[src/rtl/ps2_host_rx_fifo.sv]
// PS/2 host receiver: synchronise + debounce pins, deframe 11-bit frames, queue {frame_err, parity_err, code} in a FWFT FIFO.
// Optional mid-frame inactivity watchdog is enabled by defining PS2_RX_TIMEOUT_EN.
module ps2_host_rx_fifo #(
  parameter int DEBOUNCE_CYCLES = 8,
  parameter int FIFO_DEPTH      = 8,
  parameter int TIMEOUT_CYCLES  = 100000
) (
  input  logic                         i_clk,
  input  logic                         i_rst,
  input  logic                         i_ps2_clk,
  input  logic                         i_ps2_data,
  output logic                         o_rx_valid,
  input  logic                         i_rx_ready,
  output logic [7:0]                   o_rx_data,
  output logic                         o_rx_parity_err,
  output logic                         o_rx_frame_err,
  output logic [$clog2(FIFO_DEPTH):0]  o_fifo_level,
  output logic                         o_overflow,
  output logic                         o_timeout_err,
  output logic                         o_busy
);

  localparam int AW  = $clog2(FIFO_DEPTH);
  localparam int DBW = $clog2(DEBOUNCE_CYCLES + 1);

  localparam logic [1:0] IDLE   = 2'd0;
  localparam logic [1:0] DATA   = 2'd1;
  localparam logic [1:0] PARITY = 2'd2;
  localparam logic [1:0] STOP   = 2'd3;

  // Bit 0 carries the PS/2 clock, bit 1 the PS/2 data.
  logic [1:0]     r_meta;
  logic [1:0]     r_sync;
  logic [1:0]     r_deb;
  logic [DBW-1:0] r_dbCnt [2];
  logic           r_clkPrev;

  logic [1:0]     r_state;
  logic [2:0]     r_bitCnt;
  logic [7:0]     r_shReg;
  logic           r_parity;
  logic           r_timeoutErr;
  logic           r_overflow;

  logic [9:0]     r_mem [FIFO_DEPTH];
  logic [AW:0]    r_wrPtr;
  logic [AW:0]    r_rdPtr;

  logic           w_fall;
  logic           w_dataBit;
  logic           w_timeout;
  logic           w_push;
  logic [9:0]     w_entry;
  logic           w_empty;
  logic           w_full;
  logic           w_pop;
  logic           w_wrEn;
  logic [9:0]     w_head;

  always_ff @(posedge i_clk) begin
    if (i_rst) begin
      r_meta    <= 2'b11;
      r_sync    <= 2'b11;
      r_deb     <= 2'b11;
      r_clkPrev <= 1'b1;
      for (int i = 0; i < 2; i++) r_dbCnt[i] <= '0;
    end else begin
      r_meta    <= {i_ps2_data, i_ps2_clk};
      r_sync    <= r_meta;
      r_clkPrev <= r_deb[0];
      for (int i = 0; i < 2; i++) begin
        if (r_sync[i] == r_deb[i]) begin
          r_dbCnt[i] <= '0;
        end else if (r_dbCnt[i] == DBW'(DEBOUNCE_CYCLES - 1)) begin
          r_deb[i]   <= r_sync[i];
          r_dbCnt[i] <= '0;
        end else begin
          r_dbCnt[i] <= r_dbCnt[i] + DBW'(1);
        end
      end
    end
  end

  assign w_fall    = r_clkPrev & ~r_deb[0];
  assign w_dataBit = r_deb[1];

`ifdef PS2_RX_TIMEOUT_EN
  localparam int TW = $clog2(TIMEOUT_CYCLES + 1);
  logic [TW-1:0] r_toCnt;

  // Saturates at the limit; a fall in the same cycle wins over the abort.
  always_ff @(posedge i_clk) begin
    if (i_rst || r_state == IDLE || w_fall) begin
      r_toCnt <= '0;
    end else if (r_toCnt != TW'(TIMEOUT_CYCLES)) begin
      r_toCnt <= r_toCnt + TW'(1);
    end
  end

  assign w_timeout = (r_state != IDLE) && !w_fall && (r_toCnt == TW'(TIMEOUT_CYCLES));
`else
  assign w_timeout = 1'b0;
`endif

  always_ff @(posedge i_clk) begin
    if (i_rst || w_timeout) begin
      r_state  <= IDLE;
      r_bitCnt <= '0;
      r_shReg  <= '0;
      r_parity <= 1'b0;
    end else if (w_fall) begin
      case (r_state)
        IDLE: begin
          if (!w_dataBit) begin
            r_state  <= DATA;
            r_bitCnt <= '0;
          end
        end
        DATA: begin
          r_shReg  <= {w_dataBit, r_shReg[7:1]};
          r_bitCnt <= r_bitCnt + 3'd1;
          if (r_bitCnt == 3'd7) r_state <= PARITY;
        end
        PARITY: begin
          r_parity <= w_dataBit;
          r_state  <= STOP;
        end
        default: r_state <= IDLE;
      endcase
    end
  end

  assign w_push  = w_fall && (r_state == STOP);
  assign w_entry = {~w_dataBit, ~(^r_shReg ^ r_parity), r_shReg};

  assign w_empty = (r_wrPtr == r_rdPtr);
  assign w_full  = ((r_wrPtr ^ r_rdPtr) == {1'b1, {AW{1'b0}}});
  assign w_pop   = ~w_empty & i_rx_ready;
  assign w_wrEn  = w_push & (~w_full | w_pop);

  always_ff @(posedge i_clk) begin
    if (w_wrEn) r_mem[r_wrPtr[AW-1:0]] <= w_entry;
  end

  always_ff @(posedge i_clk) begin
    if (i_rst) begin
      r_wrPtr      <= '0;
      r_rdPtr      <= '0;
      r_overflow   <= 1'b0;
      r_timeoutErr <= 1'b0;
    end else begin
      if (w_wrEn) r_wrPtr <= r_wrPtr + 1'b1;
      if (w_pop)  r_rdPtr <= r_rdPtr + 1'b1;
      r_overflow   <= w_push & w_full & ~w_pop;
      r_timeoutErr <= w_timeout;
    end
  end

  assign w_head          = r_mem[r_rdPtr[AW-1:0]];
  assign o_rx_valid      = ~w_empty;
  assign o_rx_data       = w_empty ? 8'h00 : w_head[7:0];
  assign o_rx_parity_err = w_empty ? 1'b0 : w_head[8];
  assign o_rx_frame_err  = w_empty ? 1'b0 : w_head[9];
  assign o_fifo_level    = r_wrPtr - r_rdPtr;
  assign o_overflow      = r_overflow;
  assign o_timeout_err   = r_timeoutErr;
  assign o_busy          = (r_state != IDLE);

endmodule

[config.mk]
export PLATFORM = sky130hd
export DESIGN_NAME = ps2_host_rx_fifo
export DESIGN_NICKNAME = d
export VERILOG_FILES = /design/src/rtl/ps2_host_rx_fifo.sv
export SDC_FILE = /design/constraint.sdc
export NUM_CORES = 1
export LEC_CHECK = 0
export ABC_CLOCK_PERIOD_IN_PS = 2950
export CELL_PAD_IN_SITES_DETAIL_PLACEMENT = 0
export CELL_PAD_IN_SITES_GLOBAL_PLACEMENT = 1
export CORE_MARGIN = 8
export CORE_UTILIZATION = 50
export CTS_CLUSTER_SIZE = 12
export DETAILED_ROUTE_END_ITERATION = 8
export GPL_TIMING_DRIVEN = 0
export PLACE_DENSITY_LB_ADDON = 0.15
export SLEW_MARGIN = 20
export SYNTH_ARGS = -nofsm -noshare
export SYNTH_HDL_FRONTEND = slang
export SYNTH_SLANG_ARGS = --single-unit
export TNS_END_PERCENT = 5
[constraint.sdc]
create_clock -name i_clk -period 2.95 [get_ports i_clk]
set_input_delay 0.59 -clock i_clk [delete_from_list [all_inputs] [get_ports i_clk]]
set_output_delay 0.59 -clock i_clk [all_outputs]
set_load 0.005 [all_outputs]
==> out/metrics.yaml, run 1 <==
rrSetupSlack_ns: 0.39
drt_iter0_drc: 130
r2r_cells: 6
rr_endpoint: "r_mem[3][5]$_DFFE_PP_"
setup_tns_ns: 0
worst-path-max-fanout: 10
portBuffers: 20
timing.fmax_mhz: 353.3
dr.pass1.iters: 4
fillers: 767
yosysUniqueCellTypes: 42
timing.slew.headroom: 0.3420
vias: 2709
hold_depth: 1
cp_slowest_cell: "mux4_2"
hold_viol: 0
synthCells: 333
antenna_found_initial: 0
final_cell_mix: "edfxtp_1, nor2_1, dfxtp_1, mux4_2, clkdlybuf4s50_1"
cts.sinks: 121
setup_ws_ns: 0.1195
r2r-start: "r_wrPtr[0]$_SDFFE_PP0P_"
drv_cap: 0
fp.dieH_um: 116.2
drive_gt1_frac: 0.2247
yosysWarnings: 0
area_delta_synth_final_pct: 21.28
clk_pin_slew_ns: 0.06
routedWlPerCell_um: 16.73
avgSynthCellArea_um2: 15.06
ys_ff_latch: 121
worstMarginPinSlew_ns: 0.9834
place_congestion: 0.7200
cts_buffers: 17
hold-path-endpoint: "r_sync[1]$_SDFF_PP1_"
synth-async-reset-ratio: 0
crit_type: "reg2out"
vias_per_cell: 5.121
die_x_um: 116.2
final_common_cell: "edfxtp_1"
clock-root-buffer: "clkbuf_8"
min_period_over_period: 0.9595
diodes: 0
seq_area_frac_synth: 0.6585
cts_buffer_depth: 2
seq_area_mm2: 0.003317
clock-skew-final_ns: 0.01079
cts_hold_buf: 0
routed_wl_mm: 8.849
pin_count: 23
multiInputGateArea_mm2: 0.001688
hold_start: "r_meta[1]$_SDFF_PP1_"
slew_violations: 0
ir_drop_v: 0.0003456
clk_latency_ns: 0.51
required_ns: 2.36
rsz0062_at_grt: "true"
hold_path.class: "reg2reg"
ys.flop_type: "edfxtp_1"
dieArea_mm2: 0.01349
slowest_delay_ns: 0.52
dp_hpwl_mm: 5.991
htreeDepth: 4
finalCriticalPeriod_ns: 2.830
gr-usage-all-layers: 0.1476
grt_pass1_vias: 2824
setup_violations: 0
grt_max_degree: 17
powerDensity_mw_per_mm2: 591.6
cp-end-kind: "primary output"
drc_errors: 0
start_kind: "flip-flop"
post_cts_buffers: 0
std_cell_rows: 36
synth-edff-count: 88
cts_tree: "done"
finalNetCount: 402
cts_resized: 17
final_antenna_net_count: 0
outcome: "complete, no violations"
synth_area_mm2: 0.005016
p_leak_uw: 0.002170
dp_slack_ns: -0.07126
coreArea_mm2: 0.009774
crit_arrival_ns: 2.24
grt_pass1_wl_mm: 14.59
start_util: 0.5132
path_cells: "buf_12 -> mux4_2 -> mux2i_1 -> nor2_1 -> clkdlybuf4s50_1"
grt.overflow.total: 0
power breakdown:
group | switching (uW) | internal, uW | leakage [uW]
sequential | 4.78 | 1810 | 0.00110
clock | 730 | 1020 | 0.000242
combinational | 18.1 | 13.6 | 0.000831
total | 753 | 2850 | 0.00217
worst max-delay path, delay by kind of cell, from the launching register on:
kind,cells,cell delay [ns]
simple gates,1,0.07
mux,2,0.68
buf+inv,2,0.61
flops,1,0.38
synthesized netlist by cell type (2+ instances only):
cell      count  area [um^2]
xnor2_1      15        131.4
or2_2         5        31.28
or3_1         2        12.51
nor2_1       40        150.1
inv_1        14        52.55
buf_2         2        10.01
o211ai_1      5        37.54
buf_4         2        15.01
mux2i_1      19        190.2
and3_1        3        18.77
nand2b_1      3        18.77
clkbuf_1      8        30.03
conb_1        2        7.510
nor3_1        4        20.02
nor2b_1       2        12.51
dfxtp_1      33        660.6
nand2_1      12        45.04
nand3b_1      2        15.01
a21oi_1       6        30.03
mux4_2       20        450.4
a32oi_1       2        17.52
edfxtp_1     88         2643
ha_1         13        162.7
nand3_1       6        30.03
xor2_1        8        70.07
metal layers:
layer | share of wire | up-vias | GRT usage
met1 | 0.44 | 1328 | 0.1769
met2 | 0.51 | 48 | 0.2474
met5 | 0 | - | 0
met4 | 0.013 | 0 | 0.05186
met3 | 0.033 | 11 | 0.04498
li1 | - | 1322 | -
cell families after synthesis:
logic type                 Yosys count  share of synthesized area
other                                2                   0.001497
xor gates and xnor gates            24                    0.04340
DFF                                121                     0.6585
adders and majority gates           14                    0.03642
AOI/OAI and AO/OA                   18                    0.02544
and+or+nand+nor                     88                    0.08481
buffers and inverters               27                    0.02220
muxes                               39                     0.1277
flip-flops by register name, summed over array words and instances (netlist names), named ones only:
register    flops
r_mem          80
r_parity        1
r_meta          2
r_bitCnt        3
r_wrPtr         4
r_shReg         8
r_clkPrev       1
r_state         2
o_overflow      1
r_deb           2
r_dbCnt         8
r_sync          2
r_rdPtr         4
stage by stage:
stage	utilization	area [um^2]	power (uW)	instances	hold WS (ns)
2_1_floorplan	-	5042	1872	340	0.3895
3_3_place_gp	0.5534	5409	1883	493	0.3936
3_5_place_dp	0.5602	5475	1884	498	0.4013
4_1_cts	0.6187	6047	3641	530	0.4180
5_1_grt	0.6224	6083	3715	529	0.4315
6_report	0.6224	6083	3599	529	0.4118
worst max-delay path by stage:
stage                     cells past startpoint  slack [ns]                     to
final                                         5        0.12        o_rx_parity_err
after global routing                          7       -0.01           o_rx_data[5]
after CTS                                     5       0.007        o_rx_parity_err
after detailed placement                      5       -0.07  r_mem[3][6]$_DFFE_PP_
after global placement                        4       -0.83  r_mem[0][6]$_DFFE_PP_
after floorplan                               5        0.39  r_mem[0][0]$_DFFE_PP_
final cells by class:
type | count | share of cell area
buffer | 12 | 0.01604
tap | 133 | 0.02736
clock inverter | 15 | 0.01728
inverter | 14 | 0.008638
sequential | 121 | 0.5452
multi-input combinational | 192 | 0.2775
clock buffer | 17 | 0.06808
timing repair buffer | 25 | 0.03990
(Power assumes the default switching activity.)
==> run 2: changes to the inputs <==
Settings changed: CORE_MARGIN 8 to 3, SLEW_MARGIN 20 to not set.
==> run 2 against run 1 <==
Net effect:
- maximum frequency decreased by 1.7%
- count of clock-buffer cells in the layout unchanged
- total power increased by 7.4%
==> out/metrics.yaml, run 2 (synthesis gave the netlist of run 1 again) <==
outcome: "complete, no violations"
r2r-start: "r_wrPtr[0]$_SDFFE_PP0P_"
dr.pass1.iters: 4
finalNetCount: 401
gr-usage-all-layers: 0.1708
hold_slack_ns: 0.4058
start_kind: "flip-flop"
required_ns: 2.36
coreArea_mm2: 0.009503
portBuffers: 20
timing.slew.headroom: 0.2572
grt_max_degree: 17
timing.fmax_mhz: 347.4
ir_drop_v: 0.0003372
crit_type: "reg2out"
drt_iter0_drc: 152
worst-path-max-fanout: 10
hold_depth: 1
grt.overflow.total: 0
setup_violations: 0
hold_start: "r_meta[0]$_SDFF_PP1_"
grt_pass1_wl_mm: 14.30
r2r_cells: 6
cts_buffer_depth: 2
worstMarginPinSlew_ns: 1.110
p_leak_uw: 0.002231
cts_buffers: 17
rsz0062_at_grt: "true"
htreeDepth: 4
die_x_um: 106.2
fp.dieH_um: 106.2
vias: 2724
fillers: 726
postLayoutCoreUtil: 0.6448
rr_endpoint: "r_mem[6][5]$_DFFE_PP_"
crit_arrival_ns: 2.29
cts_hold_buf: 0
routedWlPerCell_um: 16.80
powerDensity_mw_per_mm2: 630.8
cts.sinks: 121
grt_pass1_vias: 2745
drc_errors: 0
cts_resized: 13
diodes: 0
hold-path-endpoint: "r_sync[0]$_SDFF_PP1_"
place_congestion: 0.7986
finalCriticalPeriod_ns: 2.879
cts_tree: "done"
std_cell_rows: 35
clk_pin_slew_ns: 0.06
routed_wl_mm: 8.801
hold_viol: 0
min_period_over_period: 0.9758
area_delta_synth_final_pct: 22.15
slew_violations: 0
clock-skew-final_ns: 0.01054
hold_path.class: "reg2reg"
final_common_cell: "edfxtp_1"
final_cell_mix: "edfxtp_1, nor2_1, dfxtp_1, mux4_2, mux2i_1"
rrSetupSlack_ns: 0.29
pin_count: 23
drv_cap: 0
drive_gt1_frac: 0.2101
cp-end-kind: "primary output"
largest_reg_flops: 80
start_util: 0.5278
final_antenna_net_count: 0
clk_latency_ns: 0.50
clock-root-buffer: "clkbuf_8"
antenna_found_initial: 0
vias_per_cell: 5.198
dieArea_mm2: 0.01127
dp_hpwl_mm: 5.712
post_cts_buffers: 0
totalPowerFinal_uw: 3865
-- run 2: metal layers --
metal  vias up  GRT usage  share of wire
met3         2    0.04250          0.033
li1       1320          -              -
met1      1357     0.2204           0.46
met2        45     0.2778           0.51
met5         -          0              0
met4         0    0.06938         0.0047
-- run 2: final cells by class --
| class | count | area (um^2) | area share |
|---|---|---|---|
| timing repair buffer | 23 | 235.2 | 0.03839 |
| inverter | 14 | 52.55 | 0.008577 |
| buffer | 13 | 83.83 | 0.01368 |
| sequential | 121 | 3316 | 0.5411 |
| clock inverter | 15 | 177.7 | 0.02900 |
| clock buffer | 17 | 414.1 | 0.06759 |
| tap | 129 | 161.4 | 0.02634 |
| multi-input combinational | 192 | 1687 | 0.2753 |
-- run 2: worst max-delay path by stage --
stage,slack (ns),from,end
after CTS,0.006,r_wrPtr[0]$_SDFFE_PP0P_,o_rx_frame_err
after global routing,-0.08,flip-flop,o_rx_data[1]
after detailed placement,-0.15,i_rx_ready,r_mem[6][0]$_DFFE_PP_
after global placement,-0.76,i_rx_ready,r_mem[0][0]$_DFFE_PP_
final,0.07,flip-flop,o_rx_data[4]
after floorplan,0.39,r_wrPtr[0]$_SDFFE_PP0P_,r_mem[0][0]$_DFFE_PP_
-- run 2: power breakdown --
part           total, uW  switching, uW  internal, uW
combinational       31.7           18.0          13.6
clock               2020            735          1290
sequential          1810           4.96          1810
-- run 2: per-stage QoR --
stage / cell area [um^2] / worst slack [ns] / TNS [ns] / cells
6_report: 6127 / 0.07149 / 0 / 524
5_1_grt: 6127 / -0.08098 / -0.2898 / 524
4_1_cts: 6078 / 0.006066 / 0 / 524
3_5_place_dp: 5455 / -0.1502 / -1.504 / 492
3_3_place_gp: 5404 / -0.7634 / -20.81 / 489
2_1_floorplan: 5042 / 0.3942 / 0 / 340
-- run 2: worst max-delay path, cell delays in order (launching register included) --
cell             delay [ns]
dfxtp_1                0.37
buf_6                  0.21
mux4_2                 0.54
mux2i_1                0.16
nor2_1                 0.06
clkdlybuf4s50_1        0.44
==> RTL change 1: new RTL, config.mk and constraints of run 2 <==
Put a register stage on the output `o_rx_parity_err`, with the module's reset. The value now appears one clock later. The other outputs are not delayed to match.
--- a/src/rtl/ps2_host_rx_fifo.sv
+++ b/src/rtl/ps2_host_rx_fifo.sv
@@ -159,7 +159,13 @@
   assign w_head          = r_mem[r_rdPtr[AW-1:0]];
   assign o_rx_valid      = ~w_empty;
   assign o_rx_data       = w_empty ? 8'h00 : w_head[7:0];
-  assign o_rx_parity_err = w_empty ? 1'b0 : w_head[8];
+  always_ff @(posedge i_clk) begin
+    if (i_rst) begin
+      o_rx_parity_err <= '0;
+    end else begin
+      o_rx_parity_err <= w_empty ? 1'b0 : w_head[8];
+    end
+  end
   assign o_rx_frame_err  = w_empty ? 1'b0 : w_head[9];
   assign o_fifo_level    = r_wrPtr - r_rdPtr;
   assign o_overflow      = r_overflow;
Function: no difference found for any inputs over 10 cycles, from zero or initial values and one cycle with i_rst high; that may be too few to reach the edited logic, so the function may still have changed.
==> RTL change 1 against run 2 <==
Cell area is 0.39% higher; global-route usage increased by 0.79 points; die area increased by 0.54%; area after synthesis is 0.57% higher; routed wire length up 5.7%; sequential cell count rose by 1; total power shrank 2.5%; synthesized cell count grew 0.30%; hold slack got worse by 0.00073 ns; worst setup slack better by 0.032 ns; non-clock buffer count unchanged; critical endpoint is now o_fifo_level[2]; largest power group unchanged; highest routed layer unchanged.
==> RTL change 1: results (changes against run 2) <==
run_status:
  status: "finished clean"  # unchanged
route:
  via_count: 2808  # was 2,724
  wire_per_inst_um: 17.6  # was 16.8 um
  drt-initial-drc-count: 182  # was 152
placement:
  dpl_cell_area_um2: 5500  # was 5460 um2
  finalWeightedCongestion: 0.768  # was 0.799
  dp_slack_ns: -0.103  # was -0.150 ns
  hpwl_um: 5980  # was 5710 um
cells_and_area:
  fillers: 775  # was 726
  finalNetCount: 402  # was 401
  drive_above_1_share_pct: 21.3  # was 21.0%
synth:
  yosysUniqueCellTypes: 41  # was 42
  synth_compound_gate_area_share_pct: 2.53  # was 2.54%
  synthMuxAreaShare_pct: 12.7  # was 12.8%
  synth_common_cells: "88 x edfxtp_1, 39 x nor2_1, 34 x dfxtp_1"  # was 88 x edfxtp_1, 40 x nor2_1, 33 x dfxtp_1
  ys_seq_area_share_pct: 65.9  # about the same
  synth_fa_ha_area_share_pct: 3.62  # was 3.64%
  yosys-top-cells-area: "edfxtp_1 52%, dfxtp_1 13%, mux4_2 8.9%"  # was edfxtp_1 53%, dfxtp_1 13%, mux4_2 9.0%
worst_setup_path:
  cp_max_fo: 7  # was 10
  worstPathArrival_ns: 2.26  # was 2.29 ns
cts:
  clock_latency_ns: 0.52  # was 0.50 ns
  cts_resized: 12  # was 13
global_route:
  use_met3_pct: 5.28  # was 4.25%
  grtUsageMet2_pct: 29.4  # was 27.8%
  grt_pass1_wl_um: 14900  # was 14,300 um
  gr-usage-met1_pct: 22.6  # was 22.0%
timing:
  slew_headroom_pct: 30.1  # was 25.7%
  skew_ns: 0.00930  # was 0.0105 ns
power_and_ir_drop:
  vdd_drop_max_uv: 366  # was 337 uV
  cellLeakagePower_nw: 2.20  # was 2.23 nW
RTL change 1: cell count changes after synthesis:
cell	before	now
buf_4	2	4
buf_1	1	0
clkbuf_1	8	7
dfxtp_1	33	34
nor2_1	40	39
nor3_1	4	5
RTL change 1: area by class of cell:
cell class                 count  area (um2)  area share, %
tap                          133         166           2.71
sequential                   122        3340           54.3
inverter                      14        52.6          0.854
clock buffer                  18         418           6.79
buffer                        12        95.1           1.55
clock inverter                13         130           2.12
timing repair buffer          24         240           3.91
multi-input combinational    192        1710           27.7
RTL change 1: final timing paths:
path | to | slack, ns
worst min-delay path | r_sync[0] | 0.41
worst min register to register | r_sync[0] | 0.41
worst max-delay path | o_fifo_level[2] | 0.10
worst max register to register | r_mem[6][0] | 0.33
RTL change 1: worst max-delay path, delay by kind of cell (launching register included):
| family | cells | cell delay [ns] |
|---|---|---|
| xor+xnor | 1 | 0.16 |
| fa+ha+maj | 2 | 0.57 |
| buf+inv | 2 | 0.62 |
| flops | 1 | 0.39 |
RTL change 1: metal layers:
layer,wire (um),share of wire [%]
met2,4650,50
met3,397,4.3
met4,140,1.5
met1,4110,44
met5,0,0
RTL change 1: stage by stage:
| stage | cells | setup TNS (ns) |
|---|---|---|
| 2_1_floorplan | 341 | 0 |
| 3_3_place_gp | 494 | -25.18 |
| 3_5_place_dp | 498 | -2.44 |
| 4_1_cts | 528 | 0 |
| 5_1_grt | 528 | -0.0117 |
| 6_report | 528 | 0 |
RTL change 1: power groups by stage:
stage	Clock (W)	Combinational, W	Sequential, W
floorplan	0	0.0000221	0.00186
global placement	0	0.0000321	0.00187
detailed placement	0	0.0000321	0.00187
CTS	0.00194	0.0000324	0.00183
global route	0.00201	0.0000361	0.00183
finish	0.00191	0.0000323	0.00182
==> RTL change 2: new RTL, flow settings as in run 2 <==
Made on the original files. `DEBOUNCE_CYCLES`: 8 -> 16.
--- a/src/rtl/ps2_host_rx_fifo.sv
+++ b/src/rtl/ps2_host_rx_fifo.sv
@@ -1,7 +1,7 @@
 // PS/2 host receiver: synchronise + debounce pins, deframe 11-bit frames, queue {frame_err, parity_err, code} in a FWFT FIFO.
 // Optional mid-frame inactivity watchdog is enabled by defining PS2_RX_TIMEOUT_EN.
 module ps2_host_rx_fifo #(
-  parameter int DEBOUNCE_CYCLES = 8,
+  parameter int DEBOUNCE_CYCLES = 16,
   parameter int FIFO_DEPTH      = 8,
   parameter int TIMEOUT_CYCLES  = 100000
 ) (
Check against the original RTL: same outputs for any inputs over 10 cycles, from zero or initial values and one cycle with i_rst high; that may be too few to reach the edited logic, so the function may still have changed.
==> RTL change 2 against run 2 <==
Routed wire length increased by 2.6%; non-clock buffer count down 1; sequential cell count grew 2; first-iteration DRC count shrank 30%; total power down 3.7%; critical path type unchanged; largest cell class unchanged; worst setup slack improved by 0.026 ns; synthesized cell count up 2.1%; cell area rose by 1.2%; highest routed layer unchanged; die area grew 2.0%; clock power fell by 9%; critical endpoint is now o_rx_data[0]; via count rose by 2.1%; sequential power up 2%; area after synthesis up 2.1%.
==> RTL change 2: results (changes against run 2) <==
run_status:
  status: "finished clean"  # unchanged
cts:
  cts_sinks: 123  # was 121
  path_clk_slew_ns: 0.05
  cts_resized: 15  # was 13
  htree_levels: 4  # unchanged
  post_cts_buffers: 0  # unchanged
synth:
  synth_common_cells: "90 x edfxtp_1, 42 x nor2_1, 33 x dfxtp_1"  # was 88 x edfxtp_1, 40 x nor2_1, 33 x dfxtp_1
  ys_seq_area_share_pct: 65.7  # was 65.9%
  yosys-top-cells-area: "edfxtp_1 53%, dfxtp_1 13%, mux4_2 8.8%"  # was edfxtp_1 53%, dfxtp_1 13%, mux4_2 9.0%
  synth_edf_count: 90  # was 88
  synth_area_per_cell_um2: 15.1  # about the same
  yosysUniqueCellTypes: 40  # was 42
  yosysWarnings: 0  # unchanged
placement:
  finalWeightedCongestion: 0.725  # was 0.799
  hpwl_um: 6060  # was 5710 um
  io_buffers: 21  # was 20
  dp_slack_ns: -0.183  # was -0.150 ns
  dp.cells: 506  # was 492
power_and_ir_drop:
  cellLeakagePower_nw: 2.28  # was 2.23 nW
  vdd_drop_max_uv: 423  # was 337 uV
timing:
  max_clock_freq_mhz: 351  # was 347 MHz
  whs_ns: 0.413  # was 0.406 ns
  skew_ns: 0.00800  # was 0.0105 ns
  slew_headroom_pct: 29.4  # was 25.7%
global_route:
  track_usage_pct: 17.5  # was 17.1%
  grt_pass1_wl_um: 14800  # was 14,300 um
  grt_pass1_vias: 2897  # was 2,745
  antenna_found_initial: 0  # unchanged
route:
  via_count: 2781  # was 2,724
  wl_um: 9030  # was 8800 um
  drt-pass1-iter-count: 5  # was 4
  drt-initial-drc-count: 106  # was 152
cells_and_area:
  nMultiInputCombCells: 196  # was 192
  inverters_excl_clock: 18  # was 14
  n_all_buffers: 35  # was 36
  clockNetworkAreaShare_pct: 8.49  # was 9.66%
  finalNetCount: 413  # was 401
  multi_input_area_share_pct: 28.2  # was 27.5%
  n_clock_buffer: 19  # was 17
  buf_share_pct: 5.15  # was 5.21%
  drive_above_1_share_pct: 19.7  # was 21.0%
  fin_cells: 535  # was 524
  seq_area_um2: 3370  # was 3320 um2
  fillers: 740  # was 726
worst_setup_path:
  r2r_slack_ns: 0.34  # was 0.29 ns
  worstReg2RegStart: "r_rdPtr[1]"  # was r_wrPtr[0]
  reg2regPathDepth: 6  # unchanged
  cp-endpoint: "o_rx_data[0]"  # was o_rx_data[4]
  cpPeakStageDelay_ns: 0.52  # was 0.54 ns
  r2r_end: "r_mem[6][2]"  # was r_mem[6][5]
  worstPathArrival_ns: 2.26  # was 2.29 ns
==> RTL change 2: cell types whose count changed after synthesis, moves of 2 or more <==
| cell | before | now |
|---|---|---|
| ha_1 | 13 | 16 |
| inv_1 | 14 | 18 |
| edfxtp_1 | 88 | 90 |
| nor2_1 | 40 | 42 |
==> RTL change 2: report_power, final <==
group / switching, W / leakage (nW) / internal, W
Sequential: 0.00000479 / 1.12 / 0.00184
Clock: 0.000668 / 0.253 / 0.00117
Combinational: 0.0000196 / 0.906 / 0.0000141
Total: 0.000693 / 2.28 / 0.00303
==> RTL change 2: per-layer routing <==
layer	track usage [%]	routed length, um	vias to the layer above
met1	22.5	4030	1376
li1	-	-	1344
met4	5.94	68	0
met3	5.36	332	6
met5	0	0	-
met2	28.2	4600	55
==> RTL change 2: cells by family (layout without fill, tap and decap cells) <==
| logic type | Yosys count | in the layout | share of synthesized area (%) |
|---|---|---|---|
| XOR/XNOR | 24 | 24 | 4.25 |
| multiplexers | 40 | 40 | 12.7 |
| flip-flops | 123 | 123 | 65.7 |
| AND/OR/NAND/NOR | 87 | 87 | 8.14 |
| AO/OA/AOI/OAI | 17 | 17 | 2.37 |
| other | 2 | 11 | 0.147 |
| adder cells (fa/ha/maj) | 17 | 17 | 4.30 |
| buffers and inverters | 30 | 83 | 2.39 |
==> RTL change 2: stage by stage <==
stage | power [W] | utilization (%) | instance area (um2)
floorplan | 0.00190 | - | 5150
global placement | 0.00192 | 56.1 | 5530
detailed placement | 0.00192 | 56.6 | 5580
CTS | 0.00376 | 62.4 | 6150
global route | 0.00384 | 62.9 | 6200
finish | 0.00372 | 62.9 | 6200
